<file path="config.mk">
export PLATFORM = sky130hd
export DESIGN_NAME = sd_wb_byte_bridge
export DESIGN_NICKNAME = d
export VERILOG_FILES = /design/src/rtl/sd_wb_byte_bridge.sv
export SDC_FILE = /design/constraint.sdc
export NUM_CORES = 1
export LEC_CHECK = 0
export ABC_AREA = 1
export BUFFER_PORTS_ARGS = -buffer_cell sky130_fd_sc_hd__buf_2
export CORE_MARGIN = 5
export CORE_UTILIZATION = 55
export CTS_CLUSTER_DIAMETER = 80
export DETAILED_ROUTE_END_ITERATION = 7
export GPL_TIMING_DRIVEN = 1
export PLACE_DENSITY = 0.79
export REMOVE_ABC_BUFFERS = 1
export SYNTH_ARGS = -nofsm -noshare
export SYNTH_HDL_FRONTEND = slang
export SYNTH_SLANG_ARGS = --single-unit
</file>
<file path="constraint.sdc">
create_clock -name clk -period 6.2 [get_ports clk]
set_input_delay 0.62 -clock clk [delete_from_list [all_inputs] [get_ports clk]]
set_output_delay 0.62 -clock clk [all_outputs]
set_load 0.01 [all_outputs]
</file>
<file path="src/rtl/sd_wb_byte_bridge.sv">
// Wishbone classic 32-bit slave to SD controller byte-wide register-file bridge.
// Each word access is split into byte accesses, highest lane first, so byte-0 triggers fire last.
module sd_wb_byte_bridge #(
    parameter int ADDR_W          = 7,
    parameter int SKIP_UNSELECTED = 0
) (
    input  logic              clk,
    input  logic              rst,
    input  logic              wb_cyc_i,
    input  logic              wb_stb_i,
    input  logic              wb_we_i,
    input  logic [ADDR_W-1:0] wb_adr_i,
    input  logic [3:0]        wb_sel_i,
    input  logic [31:0]       wb_dat_i,
    output logic [31:0]       wb_dat_o,
    output logic              wb_ack_o,
    output logic              reg_we,
    output logic [ADDR_W-1:0] reg_addr,
    output logic [7:0]        reg_wdata,
    input  logic [7:0]        reg_rdata
);

    localparam logic [1:0] S_IDLE = 2'd0;
    localparam logic [1:0] S_XFER = 2'd1;
    localparam logic [1:0] S_ACK  = 2'd2;

    logic [1:0]        r_state;
    logic [ADDR_W-3:0] r_word_addr;
    logic              r_we;
    logic [3:0]        r_sel;
    logic [31:0]       r_dat;
    logic [31:0]       r_rword;
    logic [1:0]        r_idx;

    logic [2:0]  w_req_top;
    logic [2:0]  w_next_top;
    logic [3:0]  w_below_mask;
    logic [1:0]  w_first_idx;
    logic [1:0]  w_next_idx;
    logic        w_last;
    logic [31:0] w_rword_upd;
    logic        w_unused;

    assign w_unused = ^wb_adr_i[1:0];

    // Returns {any_set, index_of_highest_set_bit}.
    function automatic logic [2:0] top_lane(input logic [3:0] m);
        logic [2:0] res;
        res = 3'b000;
        for (int i = 0; i < 4; i++) begin
            if (m[i]) res = {1'b1, 2'(i)};
        end
        return res;
    endfunction

    always_comb begin
        // NOTE: every signal gets a default first so no latch is inferred.
        w_req_top    = top_lane(wb_sel_i);
        w_below_mask = (4'b0001 << r_idx) - 4'b0001;
        w_next_top   = top_lane(r_sel & w_below_mask);
        w_first_idx  = 2'd3;
        w_next_idx   = r_idx - 2'd1;
        w_last       = (r_idx == 2'd0);
        if (SKIP_UNSELECTED != 0) begin
            w_first_idx = w_req_top[1:0];
            w_next_idx  = w_next_top[1:0];
            w_last      = !w_next_top[2];
        end
        w_rword_upd = r_rword;
        if (!r_we && r_sel[r_idx]) begin
            w_rword_upd[{r_idx, 3'b000} +: 8] = reg_rdata;
        end
    end

    // NOTE: non-blocking assignments only; ack and we default low so they pulse for one cycle.
    always_ff @(posedge clk) begin
        if (rst) begin
            r_state     <= S_IDLE;
            r_word_addr <= '0;
            r_we        <= 1'b0;
            r_sel       <= '0;
            r_dat       <= '0;
            r_rword     <= '0;
            r_idx       <= '0;
            wb_ack_o    <= 1'b0;
            wb_dat_o    <= '0;
            reg_we      <= 1'b0;
            reg_addr    <= '0;
            reg_wdata   <= '0;
        end else begin
            wb_ack_o <= 1'b0;
            reg_we   <= 1'b0;
            case (r_state)
                S_IDLE: begin
                    if (wb_cyc_i && wb_stb_i) begin
                        r_word_addr <= wb_adr_i[ADDR_W-1:2];
                        r_we        <= wb_we_i;
                        r_sel       <= wb_sel_i;
                        r_dat       <= wb_dat_i;
                        r_rword     <= '0;
                        r_idx       <= w_first_idx;
                        if ((SKIP_UNSELECTED != 0) && (wb_sel_i == 4'b0000)) begin
                            r_state  <= S_ACK;
                            wb_ack_o <= 1'b1;
                            wb_dat_o <= '0;
                        end else begin
                            r_state   <= S_XFER;
                            reg_addr  <= {wb_adr_i[ADDR_W-1:2], w_first_idx};
                            reg_we    <= wb_we_i & wb_sel_i[w_first_idx];
                            reg_wdata <= wb_dat_i[{w_first_idx, 3'b000} +: 8];
                        end
                    end
                end
                S_XFER: begin
                    // Dropping cyc abandons the access; committed bytes are not rolled back.
                    if (!wb_cyc_i) begin
                        r_state <= S_IDLE;
                    end else begin
                        r_rword <= w_rword_upd;
                        if (w_last) begin
                            r_state  <= S_ACK;
                            wb_ack_o <= 1'b1;
                            wb_dat_o <= w_rword_upd;
                        end else begin
                            r_idx     <= w_next_idx;
                            reg_addr  <= {r_word_addr, w_next_idx};
                            reg_we    <= r_we & r_sel[w_next_idx];
                            reg_wdata <= r_dat[{w_next_idx, 3'b000} +: 8];
                        end
                    end
                end
                S_ACK: begin
                    r_state <= S_IDLE;
                end
                default: begin
                    r_state <= S_IDLE;
                end
            endcase
        end
    end

endmodule

</file>
==> impl_metrics.yaml, run 1 <==
status:
  outcome: "complete, no violations"
clock_tree:
  cts_tree: "done"
  ctsHoldBuffers: 0
  clk_path_buf_depth: 2
  cts_setup_buffers: 0
  numClockSinks: 125
  cts_made_buffers: 17
  cts-root-buf: "clkbuf_8"
  cts_resized: 0
  htreeDepth: 4
  clkLatencyLatePin_ns: 0.53
  clkTransAtPathRegs_ns: 0.06
drt:
  wire_per_inst_um: 12.8
  drtIter0Drc: 532
  dr_total_vias: 5899
  drc: 0
  drtPass1Iterations: 5
  drt-total-wl_um: 14700
  final_antenna_net_count: 0
  via_per_inst: 5.15
die:
  die-area_mm2: 0.0131
  core-area_mm2: 0.0107
  rows: 38
  initial_core_util_pct: 55.7
  io_pins: 105
  die_w_um: 114
  die_y_um: 114
logic_synthesis:
  synth_top_area_share_pct: 41.8
  syn_inst: 928
  synth_most_common_cell: "nand2_1"
  yosys.area.top_type: "dfxtp_1"
  ys_seq_area_share_pct: 41.8
  ys_async_sr_fraction_pct: 0
  yosys_warnings: 0
  syn_area_mm2: 0.00599
  synth_cell_types: 25
  ys_seq_elements: 125
  synth_ff_type: "dfxtp_1"
  synthTopCellsByArea: "dfxtp_1 42%, nand2_1 15%, nor2_1 11%"
  synth_edf_count: 0
  synth_common_cells: "240 x nand2_1, 181 x nor2_1, 125 x dfxtp_1"
  postSynthAreaPerCell_um2: 6.45
timing:
  hold_viol_final: 0
  clock_skew_ns: 0.0103
  setup_ws_ns: 2.54
  rsz0062_at_grt: "no"
  fin_crit_sh_pct: 59.0
  fin_tns_setup_ns: 0
  setup_violations: 0
  maxSlewViolCount: 0
  fin_crit_ns: 3.66
  worst_slew_pin_slew_ns: 1.01
  slew_headroom_pct: 32.5
  fmax_mhz: 274
worst_setup_path:
  worstSetupEndpointType: "register"
  crit_arrival_ns: 4.10
  slowest_delay_ns: 0.76
  crit_type: "reg2reg"
  start_kind: "register"
  worst-path-buf-inv: 2
  crit_start: "reg_addr[0]$_SDFFE_PP0P_"
  reg2reg_from: "reg_addr[0]$_SDFFE_PP0P_"
  cp_top_family: "simple AND/OR/NAND/NOR gates"
  crit_required_ns: 6.65
  cp_common_cell: "nand4_1"
  critPathMaxFanout: 32
  crit_chain: "inv_1, ha_1, clkinv_1, nor2_1, nand4_1, nand4_1, nand3_1, a21oi_1"
  crit_path_top_delay_cell: "nor2_1"
cells_and_area:
  nNetsFinal: 1054
  n_antenna_cell: 0
  drive_gt1_share_pct: 14.6
  regArea_mm2: 0.00250
  fillers: 1033
  area_growth_pct: 16.9
  multi_input_area_mm2: 0.00292
global_route:
  grt.overflow.total: 0
  grt_max_degree: 72
  grt_first_pass_wirelength_um: 24700
  grt_use_total_pct: 23.1
  grt_pass1_vias: 5340
  antenna_found_initial: 0
placement:
  globalplace.congestion: 0.823
  place_ws_ns: 2.61
  dp_hpwl_um: 9130
  io_buffers: 102
power_and_ir_drop:
  irDropWorstVdd_mv: 0.175
  p_per_area_mw_per_mm2: 295
  p_leak_nw: 3.39
flow_run:
  cap_violations: 0
worst_hold_path:
  min_from: "wb_dat_i[19]"
  holdCritPathClass: "in2reg"
layer usage:
| metal | vias to the layer above | routed length (um) | GRT usage, % |
|---|---|---|---|
| met2 | 178 | 6840 | 37.7 |
| met5 | - | 0 | 0 |
| met3 | 26 | 990 | 6.08 |
| met4 | 0 | 280 | 8.39 |
| met1 | 2619 | 6610 | 29.6 |
| li1 | 3076 | - | - |
cell usage in the layout (no fill, tap or decap):
cell type | Yosys | layout
clkinv_4 | 0 | 1
inv_2 | 4 | 4
o22ai_1 | 8 | 8
nor4_1 | 2 | 2
clkbuf_8 | 0 | 2
o22ai_4 | 1 | 1
buf_2 | 22 | 102
nor2_1 | 181 | 181
nor3_4 | 1 | 1
nor2_8 | 1 | 1
clkinv_1 | 2 | 2
clkbuf_1 | 29 | 3
a21oi_1 | 58 | 58
nand2_1 | 240 | 240
inv_1 | 71 | 71
clkinv_2 | 0 | 4
clkinvlp_4 | 0 | 4
nor2_2 | 1 | 1
nor3_1 | 1 | 1
buf_4 | 1 | 6
nand4_1 | 22 | 22
o21ai_1 | 3 | 3
dfxtp_1 | 125 | 125
nand3_1 | 53 | 53
ha_1 | 5 | 5
o21ai_0 | 85 | 85
clkbuf_16 | 0 | 16
bufinv_16 | 0 | 2
nand2_2 | 2 | 2
power breakdown:
group          leakage [nW]  switching, mW  internal, mW
logic                  2.11          0.189        0.0830
clock network         0.264          0.357         0.579
registers              1.02         0.0175         0.841
per-stage QoR:
step	hold slack, ns	power [mW]	std cells	utilization [%]	instance area [um2]
4_1_cts	0.303	2.07	1146	65.1	7000
2_1_floorplan	0.439	1.04	866	-	5710
6_report	0.315	2.07	1146	65.1	7000
3_3_place_gp	0.452	1.14	1114	59.9	6440
3_5_place_dp	0.456	1.14	1114	59.9	6440
5_1_grt	0.304	2.15	1146	65.1	7000
logic make-up after synthesis:
family	Yosys count	synth area share, %
and+or+nand+nor	504	34.3
AOI/OAI and AO/OA	155	13.4
buffers and inverters	139	9.48
DFF	125	41.8
adders and majority gates	5	1.04
tightest hold or removal path: stages:
cell and delay [ns]:
buf_2 0.07, nor2_1 0.03, nor2_1 0.08
layout make-up:
cell class / count / area share [%]
multi-input cells: 664 / 41.7
inverters: 77 / 4.13
repair buffers: 108 / 7.94
well taps: 140 / 2.50
clock buffers: 21 / 6.27
flip-flops and latches: 125 / 35.8
clock inverters: 11 / 1.70
sequential cells by signal, summed over array words and instances (netlist names):
| signal | count |
|---|---|
| reg_wdata | 8 |
| wb_ack_o | 1 |
| wb_dat_o | 32 |
| r_sel | 4 |
| reg_we | 1 |
| r_dat | 32 |
| r_state | 2 |
| r_word_addr | 5 |
| r_we | 1 |
| r_rword | 32 |
| reg_addr | 7 |
worst paths after layout:
check / endpoint / slack, ns / cells after the start
worst max-delay path: r_rword[22]$_SDFFE_PP0P_ / 2.54 / 8
worst min-delay path: r_dat[19]$_SDFFE_PP0P_ / 0.31 / 3
worst max register to register: r_rword[22]$_SDFFE_PP0P_ / 2.54 / 8
worst min register to register: r_rword[31]$_SDFFE_PP0P_ / 0.46 / 2
Note: power is estimated with default switching activity, not from simulation.
==> inputs of run 2 (changes only) <==
--- a/config.mk
+++ b/config.mk
@@ -5,14 +5,14 @@
 export SDC_FILE = /design/constraint.sdc
 export NUM_CORES = 1
 export LEC_CHECK = 0
-export ABC_AREA = 1
+export ABC_AREA = 0
 export BUFFER_PORTS_ARGS = -buffer_cell sky130_fd_sc_hd__buf_2
 export CORE_MARGIN = 5
-export CORE_UTILIZATION = 55
+export CORE_UTILIZATION = 49
 export CTS_CLUSTER_DIAMETER = 80
 export DETAILED_ROUTE_END_ITERATION = 7
 export GPL_TIMING_DRIVEN = 1
-export PLACE_DENSITY = 0.79
+export PLACE_DENSITY = 0.76
 export REMOVE_ABC_BUFFERS = 1
 export SYNTH_ARGS = -nofsm -noshare
 export SYNTH_HDL_FRONTEND = slang
==> constraint.sdc (replaced) <==
create_clock -name clk -period 2.96 [get_ports clk]
set_input_delay 0.296 -clock clk [delete_from_list [all_inputs] [get_ports clk]]
set_output_delay 0.296 -clock clk [all_outputs]
set_load 0.01 [all_outputs]
==> impl_metrics.yaml, run 2 <==
die:
  die_y_um: 111
  die_w_um: 111
  core-area_mm2: 0.0102
  io_pins: 105
  rows: 37
  initial_core_util_pct: 49.5
  die-area_mm2: 0.0124
timing:
  fin_tns_setup_ns: 0
  rsz0062_at_grt: "no"
  worst_slew_pin_slew_ns: 1.00
  clock_skew_ns: 0.00852
  holdWs_ns: 0.0137
  fin_crit_ns: 2.31
  setup_violations: 0
  hold_viol_final: 0
  maxSlewViolCount: 0
  slew_headroom_pct: 32.9
  fin_crit_sh_pct: 78.0
  fmax_mhz: 433
drt:
  dr_total_vias: 4202
  drt-total-wl_um: 12000
  drtPass1Iterations: 5
  wire_per_inst_um: 15.7
  drtIter0Drc: 241
  via_per_inst: 5.51
  final_antenna_net_count: 0
  drc: 0
logic_synthesis:
  yosys_warnings: 0
  synth_edf_count: 0
  ys_seq_area_share_pct: 49.7
  synth_common_cells: "125 x dfxtp_1, 99 x nand2_1, 52 x a21oi_1"
  synth_most_common_cell: "dfxtp_1"
  synth_cell_types: 49
  synth_ff_type: "dfxtp_1"
  ys_seq_elements: 125
  synth_top_area_share_pct: 49.7
  synthTopCellsByArea: "dfxtp_1 50%, nand2_1 7.4%, a22o_1 5.6%"
  yosys.area.top_type: "dfxtp_1"
  syn_inst: 520
  postSynthAreaPerCell_um2: 9.69
  syn_area_mm2: 0.00504
  ys_async_sr_fraction_pct: 0
worst_setup_path:
  r2r_cells: 5
  worst-r2r-setup-slack_ns: 0.65
  worstSetupEndpointType: "register"
  slowest_delay_ns: 0.76
  crit_arrival_ns: 2.76
  crit_chain: "inv_1, ha_1, and4b_1, nor2_1, a22o_1"
  reg2reg_to: "wb_dat_o[12]$_SDFFE_PP0P_"
  reg2reg_from: "reg_addr[0]$_SDFFE_PP0P_"
  crit_end: "wb_dat_o[12]$_SDFFE_PP0P_"
  cp.depth: 5
  worst-path-buf-inv: 1
  crit_path_top_delay_cell: "nor2_1"
  cp_top_family: "simple AND/OR/NAND/NOR gates"
  crit_required_ns: 3.41
  crit_start: "reg_addr[0]$_SDFFE_PP0P_"
  crit_type: "reg2reg"
  start_kind: "register"
  critPathMaxFanout: 16
cells_and_area:
  layout_common_cells: "125 x dfxtp_1, 102 x buf_2, 99 x nand2_1, 52 x a21oi_1, 32 x a22o_1"
  n_antenna_cell: 0
  multi_input_area_mm2: 0.00233
  drive_gt1_share_pct: 27.0
  area_growth_pct: 23.1
  regArea_mm2: 0.00250
  nNetsFinal: 674
  fillers: 918
  reg.largest.list: "r_dat (32), r_rword (32), wb_dat_o (32)"
  final_common_cell: "dfxtp_1"
status:
  outcome: "complete, no violations"
clock_tree:
  cts_setup_buffers: 0
  htreeDepth: 4
  cts_resized: 0
  clk_path_buf_depth: 2
  clkTransAtPathRegs_ns: 0.06
  clkLatencyLatePin_ns: 0.52
  cts_made_buffers: 17
  cts_tree: "done"
  numClockSinks: 125
  cts-root-buf: "clkbuf_8"
power_and_ir_drop:
  p_leak_nw: 2.52
  irDropWorstVdd_mv: 0.405
  p_per_area_mw_per_mm2: 678
global_route:
  gr-usage-met3_pct: 5.76
  grt_pass1_vias: 4152
  grt_first_pass_wirelength_um: 19700
  use_met1_pct: 23.5
  antenna_found_initial: 0
  met2_usage_pct: 32.2
  grt.overflow.total: 0
  grt_use_total_pct: 19.3
  grt_max_degree: 73
  top_usage_layer: "met2"
flow_run:
  cap_violations: 0
placement:
  globalplace.congestion: 0.840
  io_buffers: 102
  dp_hpwl_um: 8370
worst_hold_path:
  min_from: "wb_dat_i[13]"
  holdCritPathClass: "in2reg"
==> run 2: area by class of cell <==
cell class	count	share of cell area (%)
Clock buffer	18	6.74
Clock inverter	14	2.90
Inverter	2	0.121
Multi-Input combinational cell	354	37.6
Sequential cell	125	40.3
Tap cell	136	2.74
Timing Repair Buffer	113	9.60
==> run 2: kinds of logic after synthesis <==
kind of cell	synth area share [%]
mux	7.77
compound gates	19.0
simple gates	18.2
buf+inv	4.12
fa+ha+maj	1.24
flops	49.7
==> run 2: worst register-to-register path: stages, from the launching register on <==
cell and delay, ns:
dfxtp_1 0.44, inv_1 0.14, ha_1 0.37, and4b_1 0.26, nor2_1 0.76, a22o_1 0.28
==> run 2: report_power, final <==
| part | internal [mW] | switching [mW] | leakage (nW) | total [mW] |
|---|---|---|---|---|
| clock network | 1.30 | 0.785 | 0.288 | 2.08 |
| registers | 1.73 | 0.0294 | 1.01 | 1.76 |
| logic | 0.147 | 0.217 | 1.22 | 0.364 |
| total | 3.18 | 1.03 | 2.52 | 4.21 |
==> run 2: worst min-delay path by stage <==
| stage | endpoint | slack [ns] | cells after the start |
|---|---|---|---|
| after floorplan | r_dat[0]$_SDFFE_PP0P_ | 0.37 | 1 |
| after global placement | wb_dat_o[16]$_SDFFE_PP0P_ | 0.44 | 2 |
| after detailed placement | r_dat[6]$_SDFFE_PP0P_ | 0.44 | 2 |
| after CTS | r_dat[13]$_SDFFE_PP0P_ | 0.001 | 3 |
| after global routing | r_sel[2]$_SDFFE_PP0P_ | 0.02 | 3 |
| final | r_dat[13]$_SDFFE_PP0P_ | 0.01 | 3 |
==> run 2: repair_timing <==
action                                  4_1_cts  5_1_grt
endpoints found under the setup margin        0        0
hold endpoints to repair                      1        0
hold buffers                                  1        0
==> run 2: routing by layer <==
| metal | vias to the layer above | part of all wire (%) |
|---|---|---|
| met2 | 132 | 49 |
| met3 | 11 | 7.0 |
| met1 | 2003 | 43 |
| met4 | 0 | 1.1 |
| li1 | 2056 | - |
| met5 | - | 0 |
==> run 2: stage by stage <==
| step | std cells | cell area (um2) | setup WS (ns) | power (mW) | utilization, % |
|---|---|---|---|---|---|
| after floorplan | 481 | 4840 | 0.335 | 2.01 | - |
| after global placement | 729 | 5600 | 0.757 | 2.15 | 55.0 |
| after detailed placement | 729 | 5600 | 0.673 | 2.16 | 55.0 |
| after CTS | 762 | 6200 | 0.646 | 4.24 | 60.9 |
| after global routing | 762 | 6200 | 0.484 | 4.35 | 60.9 |
| final | 762 | 6200 | 0.650 | 4.21 | 60.9 |
